[src/rtl/mdu_issue.sv]
// Issue/hazard front-end for the E-stage mdu: registered one-shot commands,
// latency countdown for stall, and HI/LO read service.
module mdu_issue #(
  parameter int MUL_LAT  = 5,
  parameter int DIV_LAT  = 10,
  parameter int MADD_LAT = 5,
  parameter int CNT_W    = 4
) (
  input  logic        clk,
  input  logic        rst,
  input  logic        req_valid,
  input  logic [3:0]  req_op,
  input  logic [31:0] req_a,
  input  logic [31:0] req_b,
  output logic        req_ready,
  input  logic        flush,
  output logic        mdu_start,
  output logic [2:0]  mdu_mod,
  output logic [31:0] mdu_d1,
  output logic [31:0] mdu_d2,
  input  logic        mdu_busy,
  input  logic [31:0] hi_in,
  input  logic [31:0] lo_in,
  output logic        rd_valid,
  output logic [31:0] rd_data,
  output logic        stall,
  output logic        illegal_op
);

  localparam logic [2:0] MOD_NOP = 3'd7;

  logic [CNT_W-1:0] cnt_q, cnt_d;
  logic             start_q, start_d;
  logic [2:0]       mod_q, mod_d;
  logic [31:0]      d1_q, d1_d;
  logic [31:0]      d2_q, d2_d;
  logic             rdv_q, rdv_d;
  logic [31:0]      rdd_q, rdd_d;
  logic             ill_q, ill_d;
  logic             accept;

  logic is_mul, is_div, is_madd;
  logic is_mt, is_mf;

  assign req_ready = (cnt_q == '0) && !mdu_busy && !flush;
  assign accept    = req_valid && req_ready;

  assign is_mul  = (req_op == 4'd0) || (req_op == 4'd1);
  assign is_div  = (req_op == 4'd2) || (req_op == 4'd3);
  assign is_mt   = (req_op == 4'd4) || (req_op == 4'd5);
  assign is_madd = (req_op == 4'd6);
  assign is_mf   = (req_op == 4'd7) || (req_op == 4'd8);

  always_comb begin
    cnt_d   = (cnt_q != '0) ? cnt_q - 1'b1 : cnt_q;
    start_d = 1'b0;
    mod_d   = MOD_NOP;
    d1_d    = d1_q;
    d2_d    = d2_q;
    rdv_d   = 1'b0;
    rdd_d   = rdd_q;
    ill_d   = 1'b0;
    if (accept) begin
      unique case (1'b1)
        is_mul: begin
          start_d = 1'b1;
          mod_d   = {2'b00, req_op[0]};
          d1_d    = req_a;
          d2_d    = req_b;
          cnt_d   = CNT_W'(MUL_LAT);
        end
        is_div: begin
          start_d = 1'b1;
          mod_d   = {2'b01, req_op[0]};
          d1_d    = req_a;
          d2_d    = req_b;
          cnt_d   = CNT_W'(DIV_LAT);
        end
        is_mt: begin
          mod_d = {2'b10, req_op[0]};
          d1_d  = req_a;
          cnt_d = CNT_W'(1);
        end
        is_madd: begin
          start_d = 1'b1;
          mod_d   = 3'd6;
          d1_d    = req_a;
          d2_d    = req_b;
          cnt_d   = CNT_W'(MADD_LAT);
        end
        is_mf: begin
          rdv_d = 1'b1;
          rdd_d = req_op[0] ? hi_in : lo_in;
        end
        default: ill_d = 1'b1;
      endcase
    end
  end

  always_ff @(posedge clk or negedge rst) begin
    if (!rst) begin
      cnt_q   <= '0;
      start_q <= 1'b0;
      mod_q   <= MOD_NOP;
      d1_q    <= '0;
      d2_q    <= '0;
      rdv_q   <= 1'b0;
      rdd_q   <= '0;
      ill_q   <= 1'b0;
    end else begin
      cnt_q   <= cnt_d;
      start_q <= start_d;
      mod_q   <= mod_d;
      d1_q    <= d1_d;
      d2_q    <= d2_d;
      rdv_q   <= rdv_d;
      rdd_q   <= rdd_d;
      ill_q   <= ill_d;
    end
  end

  assign mdu_start  = start_q;
  assign mdu_mod    = mod_q;
  assign mdu_d1     = d1_q;
  assign mdu_d2     = d2_q;
  assign rd_valid   = rdv_q;
  assign rd_data    = rdd_q;
  assign illegal_op = ill_q;
  assign stall      = (cnt_q != '0) || mdu_busy;

endmodule
[config.mk]
export PLATFORM = sky130hd
export DESIGN_NAME = mdu_issue
export DESIGN_NICKNAME = d
export VERILOG_FILES = /design/src/rtl/mdu_issue.sv
export SDC_FILE = /design/constraint.sdc
export NUM_CORES = 1
export LEC_CHECK = 0
export CELL_PAD_IN_SITES_DETAIL_PLACEMENT = 1
export CELL_PAD_IN_SITES_GLOBAL_PLACEMENT = 2
export CORE_ASPECT_RATIO = 1.75
export CORE_MARGIN = 3
export CORE_UTILIZATION = 43
export CTS_CLUSTER_DIAMETER = 120
export CTS_CLUSTER_SIZE = 25
export DETAILED_ROUTE_END_ITERATION = 10
export DONT_BUFFER_PORTS = 1
export PLACE_DENSITY_LB_ADDON = 0.3
export REMOVE_ABC_BUFFERS = 1
export SLEW_MARGIN = 30
export SYNTH_ARGS = -nofsm -noshare
export SYNTH_HDL_FRONTEND = slang
export SYNTH_SLANG_ARGS = --single-unit
[constraint.sdc]
create_clock -name clk -period 7.46 [get_ports clk]
set_clock_uncertainty 0.05 [all_clocks]
set_input_delay 1.492 -clock clk [delete_from_list [all_inputs] [get_ports clk]]
set_output_delay 1.492 -clock clk [all_outputs]
set_load 0.02 [all_outputs]
Word-level counts from Yosys, hierarchy flattened
Cells that the tools add are included.
{ "word_totals": {"reg_bits": 106, "inputBits": 137, "output_inout_bits": 104, "elab_cells": 49} }
{ "classes": {"addsub": 1, "eq_ne": 8, "mux": 12, "reduce_logical": 20} }
{ "op_table": {"columns": ["operator", "count"], "rows": [
  ["2-to-1 mux 32 bit", 1],
  ["== test 4 x 3 -> 1 bit (second input constant)", 4],
  ["case mux 3 bit (4 select lines)", 1],
  ["case mux 4 bit (3 select lines)", 1],
  ["== test 4 x 2 -> 1 bit (second input constant)", 2],
  ["zero test 4 bit", 2],
  ["2-to-1 mux 4 bit", 2],
  ["2-to-1 mux 1 bit", 6],
  ["AND reduction 2 bit", 3],
  ["logical OR 1 bit", 5],
  ["OR reduction 5 bit", 1],
  ["== test 4 x 1 -> 1 bit (second input constant)", 1],
  ["== test 4 bit (second input constant)", 1],
  ["nonzero test 4 bit", 1],
  ["OR reduction 4 bit", 1],
  ["subtractor 4 x 1 -> 4 bit (second input constant)", 1],
  ["logical AND 1 bit", 3],
  ["2-to-1 mux 3 bit", 1],
  ["OR reduction 3 bit", 1],
  ["zero test 1 bit", 2],
  ["OR reduction 2 bit", 1]
]} }

Depth between registers and ports, before layout
{ "logic_depth": {"word_depth": 5, "mapped_depth": 8, "mapped_depth_nobuf": 5} }

Worst setup path after synthesis
Ideal clock, no wire load.
{ "synth_path": {"path_type": "input port to output port", "startpoint": "input port mdu_busy", "endpoint": "output port req_ready", "t_arrival_ps": 1989, "required_ps": 5918, "slack_ps": 3929, "path_stages": 1, "n_path_buf": 0, "cell_sequence": "nor3_1"} }
{ "synth_between": {"elab_chain_len": 3} }
{ "synth_lines": {"columns": ["element", "line_no", "source"], "rows": [
  ["start: declaration", "21", "input logic mdu_busy,"],
  ["zero test 1 bit", "45", "assign req_ready = (cnt_q == '0) && !mdu_busy && !flush;"],
  ["logical AND 1 bit (2 in a row)", "45", null],
  ["end: declaration", "15", "output logic req_ready,"]
]} }
Every way passes these cells.

Worst setup path after layout
{ "layout_path": {"startpoint": "register cnt_q[0]", "endpoint": "output port req_ready"} }
{ "layout_between": {"elab_chain_len": 3} }
{ "layout_lines": {"columns": ["element", "line_no", "source"], "rows": [
  ["start: declaration", "32", "logic [CNT_W-1:0] cnt_q, cnt_d;"],
  ["start signal: assignment", "111", "cnt_q <= cnt_d;"],
  ["zero test 4 bit", "45", null],
  ["logical AND 1 bit (2 in a row)", "45", null]
]} }
Every way passes these cells.

==> impl_summary.txt <==
----------------------------------------------------
[Clock tree]
  Maximum count of clock buffers along a single path ... 2
  Clock tree from TritonCTS ... yes
  Clock slew at reported path FFs ... ~0.07 ns
  Root buffer cell ... sky130_fd_sc_hd__clkbuf_16
  Post-CTS resize count ... 0
  Post-CTS Setup Inserts ... 0
  Number of buffers inserted for hold repair after clock tree synthesis ... 0
  Clock sink total ... around 110
  Clk Latency, worst-skew pair ... 0.34 ns
  Max H-tree Level ... 3
  Number of clock buffers inserted by TritonCTS ... 9

[Place]
  # port buffers ... 0
  DP Worst Slack ... around 3.9 ns
  Sum of net half-perimeters after detailed placement ... 7040 um
  GP Congestion ... between 0.7 and 0.8
  Total placed cells including tap cells ... 400

[Drt]
  Number of vias after detailed routing ... 2,343
  Mean routed wirelength per cell ... between 20 and 25 um
  DRT iter0 DRCs ... 35
  Remaining antenna violation count after routing ... 0
  Remaining design rule violation count ... 0
  Initial DRT Pass Iterations ... 4
  Final wirelength ... 9590 um
  Per-cell via count in the routed design ... between 5 and 6

[Die]
  Initial core utilization ... 0.445
  Die boundary width ... 84.2 um
  Full die area ... 0.0120 mm2
  Placeable core area ... just over 0.01 mm2
  Io pins ... around 240
  Site Rows ... 49
  Vert. Die Dim ... 143 um

[STA]
  Count of final setup violators ... 0
  Final worst-path cycle share ... 0.496
  Peak clock frequency supported by timing ... 0.270 GHz
  Worst slack on hold paths ... 0.537 ns
  Sum Neg Setup Slack ... 0 ns
  Rel. slew slack ... 0.472
  Number of pins with negative max-slew slack in the final report ... 0
  Actual slew at the worst max-slew pin ... 0.791 ns
  Post-route worst setup slack ... about 3.8 ns
  Setup repair after global routing missed its margin ... false
  Number of hold violations in the final report ... 0
  Post-route minimum period ... 3.70 ns

[Finish]
  Antenna diode count ... 0
  Layout net count ... 422
  Fraction of final layout cells with drive strength greater than 1 ... 0.540
  Non-Filler Instances ... 416
  Layout overhead on the synthesized area ... 7.99%

[Logic synthesis]
  Yosys synthesis warning count ... 0
  Netlist area before placement ... ~0.0046 mm2
  Count of cell types in the netlist ... 34
  Leading cell type by number of instances after synthesis ... sky130_fd_sc_hd__dfrtp_1
  Asr flop ratio synth ... 1.00
  Area leader, netlist ... sky130_fd_sc_hd__dfrtp_1
  Average size of a mapped cell ... 16.0 um2
  Primary flip-flop cell chosen by synthesis mapping ... sky130_fd_sc_hd__dfrtp_1
  Share of the synthesized area in the top cell type ... 0.560
  Cell types occupying the most area after synthesis ... sky130_fd_sc_hd__dfrtp_1 56%, sky130_fd_sc_hd__mux2_2 24%, sky130_fd_sc_hd__mux2_4 9.1%
  Commonest cells post-synth ... 103 x sky130_fd_sc_hd__dfrtp_1, 100 x sky130_fd_sc_hd__mux2_2, 28 x sky130_fd_sc_hd__mux2_4
  Post-Synthesis Cells ... 288
  EDFF count, synth ... 0
  Register area share after synthesis ... 0.577
  Number of synthesized register bits ... 106

[Worst setup path]
  Top fanout value on the critical path ... 8
  Arrival time reported for the critical path endpoint ... 2.16 ns
  Worst path required time ... 5.92 ns
  Crit Path Class ... flip-flop to output port
  Critical Path Source Type ... flip-flop
  CP Capture Type ... output port

[Power]
  Static leakage ... 2.40 nW
  Power after layout ... 1.78 mW
  PD cells ... about 360 mW/mm2
  Maximum vdd drop ... ~0.23 mV

[GRT]
  Number of antenna violations at the first check in global routing ... 0
  Global-route wire length before repair ... 14,300 um
  Number of global-route vias before repair ... 2,625
  GRT Total Usage ... 0.154
  Largest net degree at the start of global routing ... 107
  Congestion Overflow GR ... 0

[Job]
  Number of max-cap violations ... 0

[Status]
  Run status ... finished clean

[Worst hold path]
  Path type of the worst min-delay path ... flip-flop to flip-flop

----------------------------------------------------
==> metrics by stage <==
step,util,cell area [um2]
2_1_floorplan,-,4490
3_3_place_gp,0.451,4670
3_5_place_dp,0.451,4670
4_1_cts,0.480,4970
5_1_grt,0.480,4970
6_report,0.480,4970
==> cell type report <==
type | count | area, um2
Timing Repair Buffer | 2 | 15.0
Clock buffer | 10 | 239
Clock inverter | 6 | 65.1
Tap cell | 127 | 159
Inverter | 3 | 11.3
Fill cell | 983 | 5390
Sequential cell | 106 | 2660
Multi-Input combinational cell | 162 | 1830
==> kinds of logic (layout without fill, tap and decap cells) <==
family / after synthesis / count (layout) / synth area share
AO/OA/AOI/OAI: 7 / 7 / 0.0160
XOR/XNOR: 1 / 1 / 0.00190
adder cells (fa/ha/maj): 1 / 1 / 0.00272
buffers and inverters: 20 / 21 / 0.0280
flip-flops: 106 / 106 / 0.577
multiplexers: 130 / 130 / 0.340
AND/OR/NAND/NOR: 23 / 23 / 0.0345
==> worst paths after layout <==
kind / from / to / slack [ns] / cells past startpoint
hold / removal: cnt_q[3] / cnt_q[3] / 0.54 / 2
setup reg to reg: cnt_q[0] / mdu_d1[31] / 4.77 / 5
max in group asynchronous: rst / mdu_mod[2] / 6.38 / 0
hold reg to reg: cnt_q[3] / cnt_q[3] / 0.54 / 2
setup / recovery: cnt_q[0] / req_ready / 3.76 / 4
min in group asynchronous: rst / rd_data[16] / 0.79 / 0
==> worst max-delay path: stages (launching register included) <==
cell and delay [ns]:
sky130_fd_sc_hd__dfrtp_1 0.38, sky130_fd_sc_hd__inv_1 0.09, sky130_fd_sc_hd__ha_1 0.22, sky130_fd_sc_hd__or3b_1 0.55, sky130_fd_sc_hd__nor3_1 0.58
==> power breakdown <==
group	leakage, nW	total, mW	switching [mW]	internal [mW]
combinational	0.832	0.262	0.0778	0.184
sequential	1.42	1.05	0.316	0.734
clock	0.151	0.472	0.225	0.247
==> cells in the final DEF (no fill, tap or decap), drive strengths merged, types with 2 or more instances in the layout <==
cell type | Yosys | layout
nand4b | 2 | 2
buf | 11 | 2
or3 | 3 | 3
nor3 | 3 | 3
nand2 | 2 | 2
dfstp | 3 | 3
dfrtp | 103 | 103
clkbuf | 6 | 10
inv | 3 | 8
nand2b | 2 | 2
or3b | 2 | 2
or4b | 2 | 2
mux2i | 2 | 2
mux2 | 128 | 128
a211oi | 2 | 2
==> registers in the layout (all words and copies together), names as in the netlist <==
signal / cells
mdu_mod: 3
mdu_d1: 32
cnt_q: 4
rd_valid: 1
rd_data: 32
mdu_start: 1
illegal_op: 1
mdu_d2: 32
==> routing by layer <==
metal | vias to the layer above | track usage | share of wire
li1 | 1021 | - | -
met1 | 1162 | 0.167 | 0.35
met2 | 146 | 0.270 | 0.54
met3 | 14 | 0.0433 | 0.089
met4 | 0 | 0.0873 | 0.028
met5 | - | 0 | 0
No activity file was read; power rests on OpenSTA's default activity.
